[config.mk]
export PLATFORM = sky130hd
export DESIGN_NAME = button_debounce_bank_flat
export DESIGN_NICKNAME = d
export VERILOG_FILES = /design/src/rtl/button_debounce_bank_pkg.sv /design/src/rtl/button_debounce_bank_if.sv /design/src/rtl/button_debounce_bank_channel.sv /design/src/rtl/button_debounce_bank.sv /design/src/flat_wrapper.sv
export SDC_FILE = /design/constraint.sdc
export NUM_CORES = 1
export LEC_CHECK = 0
export CORE_UTILIZATION = 40
export CTS_CLUSTER_DIAMETER = 50
export DETAILED_ROUTE_END_ITERATION = 12
export DONT_BUFFER_PORTS = 1
export GPL_ROUTABILITY_DRIVEN = 0
export GPL_TIMING_DRIVEN = 0
export PLACE_DENSITY = 0.54
export SLEW_MARGIN = 10
export SYNTH_ARGS = -nofsm -noshare
export SYNTH_HDL_FRONTEND = slang
export SYNTH_SLANG_ARGS = --single-unit
[constraint.sdc]
create_clock -name clk -period 5.2 [get_ports clk]
set_input_delay 0.52 -clock clk [delete_from_list [all_inputs] [get_ports clk]]
set_output_delay 0.52 -clock clk [all_outputs]
set_load 0.01 [all_outputs]
[src/rtl/button_debounce_bank_pkg.sv]
// button_debounce_bank: shared FSM state type, default parameters
// and the counter-width helper.
package button_pkg;

   typedef enum logic [1:0] {
      IDLE,
      ARMING,
      PRESSED,
      RELEASING
   } btn_state_t;

   localparam int N_CH_DEF       = 4;
   localparam int TICK_DIV_DEF   = 50;
   localparam int STABLE_CNT_DEF = 4;
   localparam int LONG_CNT_DEF   = 16;

   // Bits needed to hold 0..max without wrapping.
   function automatic int cnt_w(input int max);
      return (max < 1) ? 1 : $clog2(max + 1);
   endfunction

endpackage

[src/rtl/button_debounce_bank_if.sv]
// button_debounce_bank: raw button inputs and debounced event outputs.
// master = button source / event consumer, slave = debouncer.
interface button_debounce_bank_if #(
   parameter int N_CH = button_pkg::N_CH_DEF
);

   logic [N_CH-1:0] btn_in;
   logic [N_CH-1:0] level_o;
   logic [N_CH-1:0] press_o;
   logic [N_CH-1:0] release_o;
   logic [N_CH-1:0] toggle_o;
   logic [N_CH-1:0] long_o;

   modport master (
      output btn_in,
      input  level_o,
      input  press_o,
      input  release_o,
      input  toggle_o,
      input  long_o
   );

   modport slave (
      input  btn_in,
      output level_o,
      output press_o,
      output release_o,
      output toggle_o,
      output long_o
   );

endinterface

[src/rtl/button_debounce_bank_channel.sv]
// One debounce channel: synchroniser, qualification FSM, event pulses.
// Long-press hold logic only exists with BUTTON_DEBOUNCE_LONG_PRESS_EN.
module button_channel
   import button_pkg::*;
#(
   parameter int STABLE_CNT = STABLE_CNT_DEF
`ifdef BUTTON_DEBOUNCE_LONG_PRESS_EN
   , parameter int LONG_CNT = LONG_CNT_DEF
`endif
) (
   input  logic clk,
   input  logic reset,
   input  logic tick,
   input  logic btn,
   output logic level,
   output logic press,
   output logic rel,
   output logic toggle,
   output logic long_press
);

   localparam int SW = cnt_w(STABLE_CNT);
   localparam logic [SW-1:0] S_LAST = SW'(STABLE_CNT - 1);

   logic meta;
   logic sync;

   btn_state_t state;
   btn_state_t state_nx;
   logic [SW-1:0] cnt;
   logic [SW-1:0] cnt_nx;
   logic press_nx;
   logic rel_nx;
   logic toggle_nx;

   // The debounced level is fully encoded by the FSM state.
   assign level = (state == PRESSED) || (state == RELEASING);

   always_comb begin
      state_nx  = state;
      cnt_nx    = cnt;
      press_nx  = 1'b0;
      rel_nx    = 1'b0;
      toggle_nx = toggle;
      unique case (state)
         IDLE, ARMING: begin
            if (tick && sync) begin
               if (cnt == S_LAST) begin
                  state_nx  = PRESSED;
                  cnt_nx    = '0;
                  press_nx  = 1'b1;
                  toggle_nx = ~toggle;
               end else begin
                  state_nx = ARMING;
                  cnt_nx   = cnt + 1'b1;
               end
            end else if (tick) begin
               state_nx = IDLE;
               cnt_nx   = '0;
            end
         end
         PRESSED, RELEASING: begin
            if (tick && !sync) begin
               if (cnt == S_LAST) begin
                  state_nx = IDLE;
                  cnt_nx   = '0;
                  rel_nx   = 1'b1;
               end else begin
                  state_nx = RELEASING;
                  cnt_nx   = cnt + 1'b1;
               end
            end else if (tick) begin
               state_nx = PRESSED;
               cnt_nx   = '0;
            end
         end
         default: begin
            state_nx = IDLE;
            cnt_nx   = '0;
         end
      endcase
   end

   always_ff @(posedge clk) begin
      if (reset) begin
         meta   <= 1'b0;
         sync   <= 1'b0;
         state  <= IDLE;
         cnt    <= '0;
         press  <= 1'b0;
         rel    <= 1'b0;
         toggle <= 1'b0;
      end else begin
         meta   <= btn;
         sync   <= meta;
         state  <= state_nx;
         cnt    <= cnt_nx;
         press  <= press_nx;
         rel    <= rel_nx;
         toggle <= toggle_nx;
      end
   end

`ifdef BUTTON_DEBOUNCE_LONG_PRESS_EN
   localparam int HW = cnt_w(LONG_CNT);
   localparam logic [HW-1:0] H_LIM = HW'(LONG_CNT);

   logic [HW-1:0] hold;
   logic [HW-1:0] hold_nx;
   logic long_nx;

   // Hold saturates at LONG_CNT, so the pulse cannot repeat.
   always_comb begin
      hold_nx = hold;
      long_nx = 1'b0;
      if (state != PRESSED || state_nx != PRESSED) begin
         hold_nx = '0;
      end else if (tick && hold != H_LIM) begin
         hold_nx = hold + 1'b1;
         long_nx = (hold == H_LIM - 1'b1);
      end
   end

   always_ff @(posedge clk) begin
      if (reset) begin
         hold       <= '0;
         long_press <= 1'b0;
      end else begin
         hold       <= hold_nx;
         long_press <= long_nx;
      end
   end
`else
   assign long_press = 1'b0;
`endif

endmodule

[src/rtl/button_debounce_bank.sv]
// Bank of N_CH debounced buttons sharing one sample-tick prescaler.
// Define BUTTON_DEBOUNCE_LONG_PRESS_EN to enable long_o pulses.
module button_debounce_bank
   import button_pkg::*;
#(
   parameter int N_CH       = N_CH_DEF,
   parameter int TICK_DIV   = TICK_DIV_DEF,
   parameter int STABLE_CNT = STABLE_CNT_DEF,
   parameter int LONG_CNT   = LONG_CNT_DEF
) (
   input  logic clk,
   input  logic reset,
   button_debounce_bank_if.slave bus
);

   localparam int PW = (TICK_DIV <= 1) ? 1 : $clog2(TICK_DIV);
   localparam logic [PW-1:0] P_LAST = PW'(TICK_DIV - 1);

   if (N_CH < 1 || TICK_DIV < 1 || STABLE_CNT < 1 || LONG_CNT < 1) begin : g_bad_param
      $error("button_debounce_bank: all parameters must be >= 1");
   end

   logic [PW-1:0] pre;
   logic tick;

   logic [N_CH-1:0] level;
   logic [N_CH-1:0] press;
   logic [N_CH-1:0] rel;
   logic [N_CH-1:0] toggle;
   logic [N_CH-1:0] long_press;

   // Tick is high for the single cycle the prescaler holds TICK_DIV-1.
   assign tick = (pre == P_LAST);

   always_ff @(posedge clk) begin
      if (reset) begin
         pre <= '0;
      end else if (tick) begin
         pre <= '0;
      end else begin
         pre <= pre + 1'b1;
      end
   end

   for (genvar i = 0; i < N_CH; i++) begin : g_ch
      button_channel #(
         .STABLE_CNT(STABLE_CNT)
`ifdef BUTTON_DEBOUNCE_LONG_PRESS_EN
         , .LONG_CNT(LONG_CNT)
`endif
      ) u_ch (
         .clk       (clk),
         .reset     (reset),
         .tick      (tick),
         .btn       (bus.btn_in[i]),
         .level     (level[i]),
         .press     (press[i]),
         .rel       (rel[i]),
         .toggle    (toggle[i]),
         .long_press(long_press[i])
      );
   end

   assign bus.level_o   = level;
   assign bus.press_o   = press;
   assign bus.release_o = rel;
   assign bus.toggle_o  = toggle;
   assign bus.long_o    = long_press;

endmodule
[src/flat_wrapper.sv]
// flat-port wrapper written by rule: the top's interface ports become plain ports
module button_debounce_bank_flat import button_pkg::*;
#(
   parameter int N_CH       = N_CH_DEF,
   parameter int TICK_DIV   = TICK_DIV_DEF,
   parameter int STABLE_CNT = STABLE_CNT_DEF,
   parameter int LONG_CNT   = LONG_CNT_DEF
)
  (clk, reset, bus_btn_in, bus_level_o, bus_press_o, bus_release_o, bus_toggle_o, bus_long_o);
  button_debounce_bank_if #(.N_CH(N_CH)) bus_i ();
  input  logic clk;
  input  logic reset;
  input wire logic [$bits(bus_i.btn_in)-1:0] bus_btn_in;
  output wire logic [$bits(bus_i.level_o)-1:0] bus_level_o;
  output wire logic [$bits(bus_i.press_o)-1:0] bus_press_o;
  output wire logic [$bits(bus_i.release_o)-1:0] bus_release_o;
  output wire logic [$bits(bus_i.toggle_o)-1:0] bus_toggle_o;
  output wire logic [$bits(bus_i.long_o)-1:0] bus_long_o;
  assign bus_i.btn_in = bus_btn_in;
  assign bus_level_o = bus_i.level_o;
  assign bus_press_o = bus_i.press_o;
  assign bus_release_o = bus_i.release_o;
  assign bus_toggle_o = bus_i.toggle_o;
  assign bus_long_o = bus_i.long_o;
  button_debounce_bank #(.N_CH(N_CH), .TICK_DIV(TICK_DIV), .STABLE_CNT(STABLE_CNT), .LONG_CNT(LONG_CNT)) u_core (.clk(clk), .reset(reset), .bus(bus_i));
endmodule
==> run metrics, run 1 <==
status=finished, final reports clean; drt first pass iters=4; Max-cap violations=0; die width=69.4 um; Leak=0.750 nW; Setup TNS Final=0 ps; post-synthesis sequential element count=42; initial antenna violation count=0; final total power=0.550 mW; fin crit share=0.452; P&R area growth vs syn=8.55%; PostCTS Resize Cnt=0; Clock Latency Late Sink=290 ps; # Post-CTS Setup Buffers=0; hold violation count in the final report=0; row cnt=24; Worst EP required=5430 ps; first-pass GRT wire length=6180 um; I/O pin cnt=26; met1 WL=1720 um; # H-tree levels=2; worst slew pin tran=578 ps; global route overflow=0; detailed placement HPWL=2370 um; Commonest cells post-synth=dfxtp_1, buf_4; worst-path fanout max=10; Peak VDD IR=0.000167 V; largest cells by area after synthesis=dfxtp_1, buf_4, ha_1; Die Y-Extent=69.4 um; Critical Path Source Type=flip-flop; Post-CTS Hold Buffers=0; CTS buffer count=5; largest net degree at the start of global routing=13; pwr dens=279 mW/mm^2; Tightest Hold Check Type=input port to flip-flop; Detail Route Antenna Nets=0; Fin Hold WS=353 ps; CTS max path bufs=2; Tmin final=2350 ps; setup violators final=0; Syn Std Cell Area=0.00182 sq mm; Syn Area/Cell=9.36 sq um; final wirelength=3490 um; count of warnings emitted by yosys=0; CTS tree=built; clock skew=8.88 ps; die area=0.00481 sq mm; critical path class=flip-flop to flip-flop; average routed wire per standard cell=13.6 um; All-Layer GR Usage=0.165; CTS root buf=clkbuf_8; sequential area share after synthesis=0.463; vias in the first global route=1,283; port bufs=0; fmax=425 MHz; cell count after synthesis=194; Routed met2 length=1600 um; post-synthesis cell type count=29; Slew Viols, Final=0; DRC Markers=0; clk sinks=42; Worst EP arrival=2590 ps; Worst Setup End Kind=flip-flop; largest area contributor in the netlist=dfxtp_1; post-synth top area share=0.463; met3 wire len=124 um; Post-synth EDFFs=0; net count of the finished layout=216; Reg clk slew, reported paths=80 ps; max layer used=met4; main flop type after synthesis=dfxtp_1; vias per cell=5.01; Detailed Route Iter0 Violations=95; DR vias=1,282; Diodes inserted=0; Filler cells=418; Slew headroom=0.615; RSZ-0062 raised after global routing=no; Hold Path Stages=1; Core Region=0.00435 sq mm; layout cell share with drive strength beyond 1=0.142; Reg2Reg Depth=7; Initial Util=0.417; ys async rst share=0; most frequent cell after synthesis=dfxtp_1
==> final timing paths <==
kind | start | endpoint | slack [ps]
worst max-delay path | u_core.pre[0] | u_core.g_ch[3].u_ch.state[1] | 2850
worst min-delay path | bus_btn_in[0] | u_core.g_ch[0].u_ch.meta | 350
worst max register to register | u_core.pre[0] | u_core.g_ch[3].u_ch.state[1] | 2850
worst min register to register | u_core.g_ch[1].u_ch.meta | u_core.g_ch[1].u_ch.sync | 440
==> worst max-delay path, cell delays in order, from the launching register on <==
cell and delay [ps]:
dfxtp_1 390, ha_1 170, or3b_1 360, buf_6 160, nor2_1 420, clkbuf_1 510
a31oi_1 180, nor2_1 100
==> area by class of cell <==
| cell class | count | area (sq um) | area share |
|---|---|---|---|
| multi-input combinational | 120 | 771 | 0.391 |
| tap | 52 | 65.1 | 0.0330 |
| sequential | 42 | 841 | 0.427 |
| buffer | 34 | 211 | 0.107 |
| clock inverter | 2 | 10.0 | 0.00508 |
| clock buffer | 5 | 68.8 | 0.0349 |
| inverter | 1 | 3.75 | 0.00190 |
==> registers in the layout (all words and copies together) (netlist names) <==
signal,flops
u_core.g_ch.u_ch.cnt,12
u_core.g_ch.u_ch.toggle,4
u_core.g_ch.u_ch.rel,4
u_core.g_ch.u_ch.sync,4
u_core.g_ch.u_ch.press,4
u_core.pre,6
u_core.g_ch.u_ch.meta,4
u_core.g_ch.u_ch.state,4
==> power breakdown <==
part / internal [mW] / switching [mW] / total (mW)
clock network: 0.0900 / 0.105 / 0.195
registers: 0.326 / 0.00317 / 0.329
logic: 0.0108 / 0.0152 / 0.0260
total: 0.427 / 0.123 / 0.550
==> placed cells by master, fill, tap and decap left out, types with 2 or more instances in the layout <==
| master | synthesis | final |
|---|---|---|
| clkinv_2 | 0 | 2 |
| clkbuf_1 | 12 | 12 |
| or3_1 | 3 | 3 |
| dfxtp_1 | 42 | 42 |
| o21ai_0 | 4 | 4 |
| and3b_1 | 4 | 4 |
| nor2b_1 | 12 | 12 |
| conb_1 | 1 | 4 |
| o31a_1 | 4 | 4 |
| nand2_1 | 7 | 7 |
| xor2_1 | 2 | 2 |
| a31oi_1 | 4 | 4 |
| o31ai_1 | 3 | 3 |
| buf_4 | 20 | 20 |
| clkbuf_8 | 0 | 5 |
| xnor2_1 | 6 | 6 |
| nor2_1 | 10 | 10 |
| a21oi_1 | 5 | 5 |
| nor4_1 | 12 | 12 |
| and2_1 | 4 | 4 |
| ha_1 | 6 | 6 |
| nand3b_1 | 7 | 7 |
| nor3_1 | 6 | 6 |
| nand2b_1 | 12 | 12 |
| nand3_1 | 2 | 2 |
==> stage by stage <==
step,std cells,cell area (sq um),worst slack (ps),utilization
finish,256,1970,2850,0.453
global route,256,1970,2590,0.453
CTS,256,1970,2840,0.453
detailed placement,249,1890,2880,0.434
global placement,249,1890,2940,0.434
floorplan,197,1830,3240,-
==> logic make-up (layout without fill, tap and decap cells) <==
| logic type | Yosys count | in the layout | synth area share |
|---|---|---|---|
| and+or+nand+nor | 82 | 82 | 0.266 |
| DFF | 42 | 42 | 0.463 |
| buffers and inverters | 35 | 42 | 0.119 |
| AOI/OAI and AO/OA | 20 | 20 | 0.0703 |
| xor gates and xnor gates | 8 | 8 | 0.0386 |
| adders and majority gates | 6 | 6 | 0.0413 |
| other | 1 | 4 | 0.00207 |
==> layer usage <==
metal | global-route usage | vias to the layer above
met1 | 0.218 | 598
li1 | - | 658
met2 | 0.257 | 22
met5 | 0 | -
met4 | 0.0680 | 0
met3 | 0.0407 | 4
Power figures use the tool's default switching activity.
==> run 2, diff against run 1 <==
Settings changed: PLACE_DENSITY 0.54 to 0.56.
Clock period 5.2 ns to 1.9 ns, I/O delays scaled along.
==> run metrics, run 2 (synthesis results as in run 1) <==
status=finished, final reports clean; reg2reg setup slack=60 ps (-2790 ps); CTS max path bufs=2 (unchanged); P&R area growth vs syn=17.3%; CP peak stage delay=390 ps (-120 ps); pwr dens=773 mW/mm^2 (+180%); Tightest Hold Check Type=input port to flip-flop; RSZ-0062 raised after global routing=yes; I/O pin cnt=26 (unchanged); Setup TNS Final=0 ps (unchanged); Worst Setup End Kind=flip-flop; worst-path fanout max=6 (-4); CTS root buf=clkbuf_8; combinational share of power=0.053 (+0.006); Slew headroom=0.545 (-0.0701); Reg2Reg Depth=6 (-1); port bufs=0 (unchanged); Tmin final=1840 ps (-511 ps); worst slew pin tran=683 ps (+105 ps); Leak=0.811 nW (+8.0%); clk sinks=42 (unchanged); drt first pass iters=4 (unchanged); Initial Util=0.417 (unchanged); CP max-delay cell=or3_4; Internal=1.30 mW (+200%); Clock power frac=0.399 (+0.045); Core Region=0.00435 sq mm (unchanged); final total power=1.65 mW (+200%); Reg clk slew, reported paths=80 ps (about the same); Worst EP arrival=2060 ps (-530 ps); switching power=0.348 mW (+180%); reg-to-reg endpoint=u_core.g_ch[0].u_ch.cnt[0]; setup violators final=0 (unchanged); most frequent cells in the layout=dfxtp_1, buf_4, nand2b_1, nor2b_1, clkbuf_1; # H-tree levels=2 (unchanged); Reg power frac=0.548 (-0.051); DRC Markers=0 (unchanged); global route overflow=0 (unchanged); vias in the first global route=1,300 (+1.3%); fmax=543 MHz (+28%); worst path cell trace=inv_2 -> ha_4 -> or3b_4 -> or2_4 -> or3_4 -> o31ai_4; critical path class=flip-flop to flip-flop; Detailed Route Iter0 Violations=52 (-45%); detailed placement HPWL=2460 um (+3.6%); PnR worst setup slack=58.9 ps (-2790 ps); fin crit share=0.969 (+0.517); Worst Path Buf+Inv=1 (-1); net count of the finished layout=221 (+2.3%); first-pass GRT wire length=6050 um (-2.0%); Peak VDD IR=0.000467 V (+180%); dpl ws=-401 ps (-3280 ps); worst hold path endpoint=u_core.g_ch[0].u_ch.meta; vias per cell=5.15 (+2.8%); final wirelength=3640 um (+4.4%); initial antenna violation count=0 (unchanged); hold violation count in the final report=0 (unchanged); most common cell after layout, fill and taps aside=dfxtp_1; hold_sp=bus_btn_in[0]; All-Layer GR Usage=0.164 (-0.000821); clock skew=5.47 ps (-3.41 ps); Clock Latency Late Sink=290 ps (about the same); die area=0.00481 sq mm (unchanged); average routed wire per standard cell=13.9 um (+2.0%); Max-cap violations=0 (unchanged); Top Registers=u_core.g_ch.u_ch.cnt (12), u_core.pre (6); largest reg by FF count=u_core.g_ch.u_ch.cnt; Die Y-Extent=69.4 um (unchanged); CP top delay family=simple AND/OR/NAND/NOR gates; Worst EP required=2120 ps (-3310 ps); max reg flops=12 (unchanged); Critical Path Source Type=flip-flop; Diodes inserted=0 (unchanged); Hold Path Stages=1 (unchanged); row cnt=24 (unchanged); Sw Share=0.211 (-0.0127); largest net degree at the start of global routing=13 (unchanged); CTS tree=built; die width=69.4 um (unchanged); CTS buffer count=5 (unchanged); Slew Viols, Final=0 (unchanged); DR vias=1,349 (+5.2%); layout cell share with drive strength beyond 1=0.248 (+0.105); Detail Route Antenna Nets=0 (unchanged); reg-to-reg startpoint=u_core.pre[1]
## run 2: power by group through the flow
stage,clock network [mW],registers (mW),logic (mW)
global placement,0,0.921,0.0686
detailed placement,0,0.923,0.0711
CTS,0.684,0.902,0.0891
global route,0.707,0.904,0.0980
finish,0.657,0.902,0.0878
floorplan,0,0.920,0.0544
## run 2: cell type report
class / count / area, sq um
inverter: 1 / 3.75
multi-input combinational: 120 / 851
buffer: 32 / 204
clock buffer: 8 / 110
sequential: 42 / 843
tap: 52 / 65.1
fill: 406 / 2220
timing repair buffer: 7 / 52.6
## run 2: how the worst max path moves through the flow
stage | slack [ps] | startpoint | depth (start not counted) | endpoint
after floorplan | 20 | u_core.pre[1] | 8 | u_core.g_ch[0].u_ch.cnt[0]
after global placement | -330 | u_core.pre[1] | 8 | u_core.g_ch[1].u_ch.state[1]
after detailed placement | -400 | u_core.pre[1] | 8 | u_core.g_ch[0].u_ch.state[1]
after CTS | -30 | u_core.pre[1] | 7 | u_core.g_ch[2].u_ch.cnt[0]
after global routing | -3 | u_core.pre[1] | 6 | u_core.g_ch[0].u_ch.cnt[0]
final | 60 | u_core.pre[1] | 6 | u_core.g_ch[0].u_ch.cnt[0]
## run 2: per-layer routing
| metal | GRT usage | part of all wire |
|---|---|---|
| met1 | 0.185 | 0.45 |
| met2 | 0.275 | 0.48 |
| met3 | 0.0567 | 0.046 |
| met4 | 0.0794 | 0.026 |
| met5 | 0 | 0 |
## run 2: per-stage QoR
| stage | cells | hold slack [ps] | instance area [sq um] | util |
|---|---|---|---|---|
| final | 262 | 26.8 | 2130 | 0.489 |
| after global routing | 262 | 28.2 | 2130 | 0.489 |
| after CTS | 260 | 17.3 | 2070 | 0.475 |
| after detailed placement | 249 | 332 | 1890 | 0.435 |
| after global placement | 249 | 320 | 1890 | 0.435 |
| after floorplan | 197 | 318 | 1830 | - |
## run 2: repair_timing
| action | in CTS | in global routing |
|---|---|---|
| setup endpoints to repair | 30 | 20 |
| gates resized for setup | 11 | 12 |
| endpoints found under the hold margin | 0 | 0 |
| pin swaps | 3 | 4 |
| setup buffers | 4 | 3 |
| hold buffers | 0 | 0 |
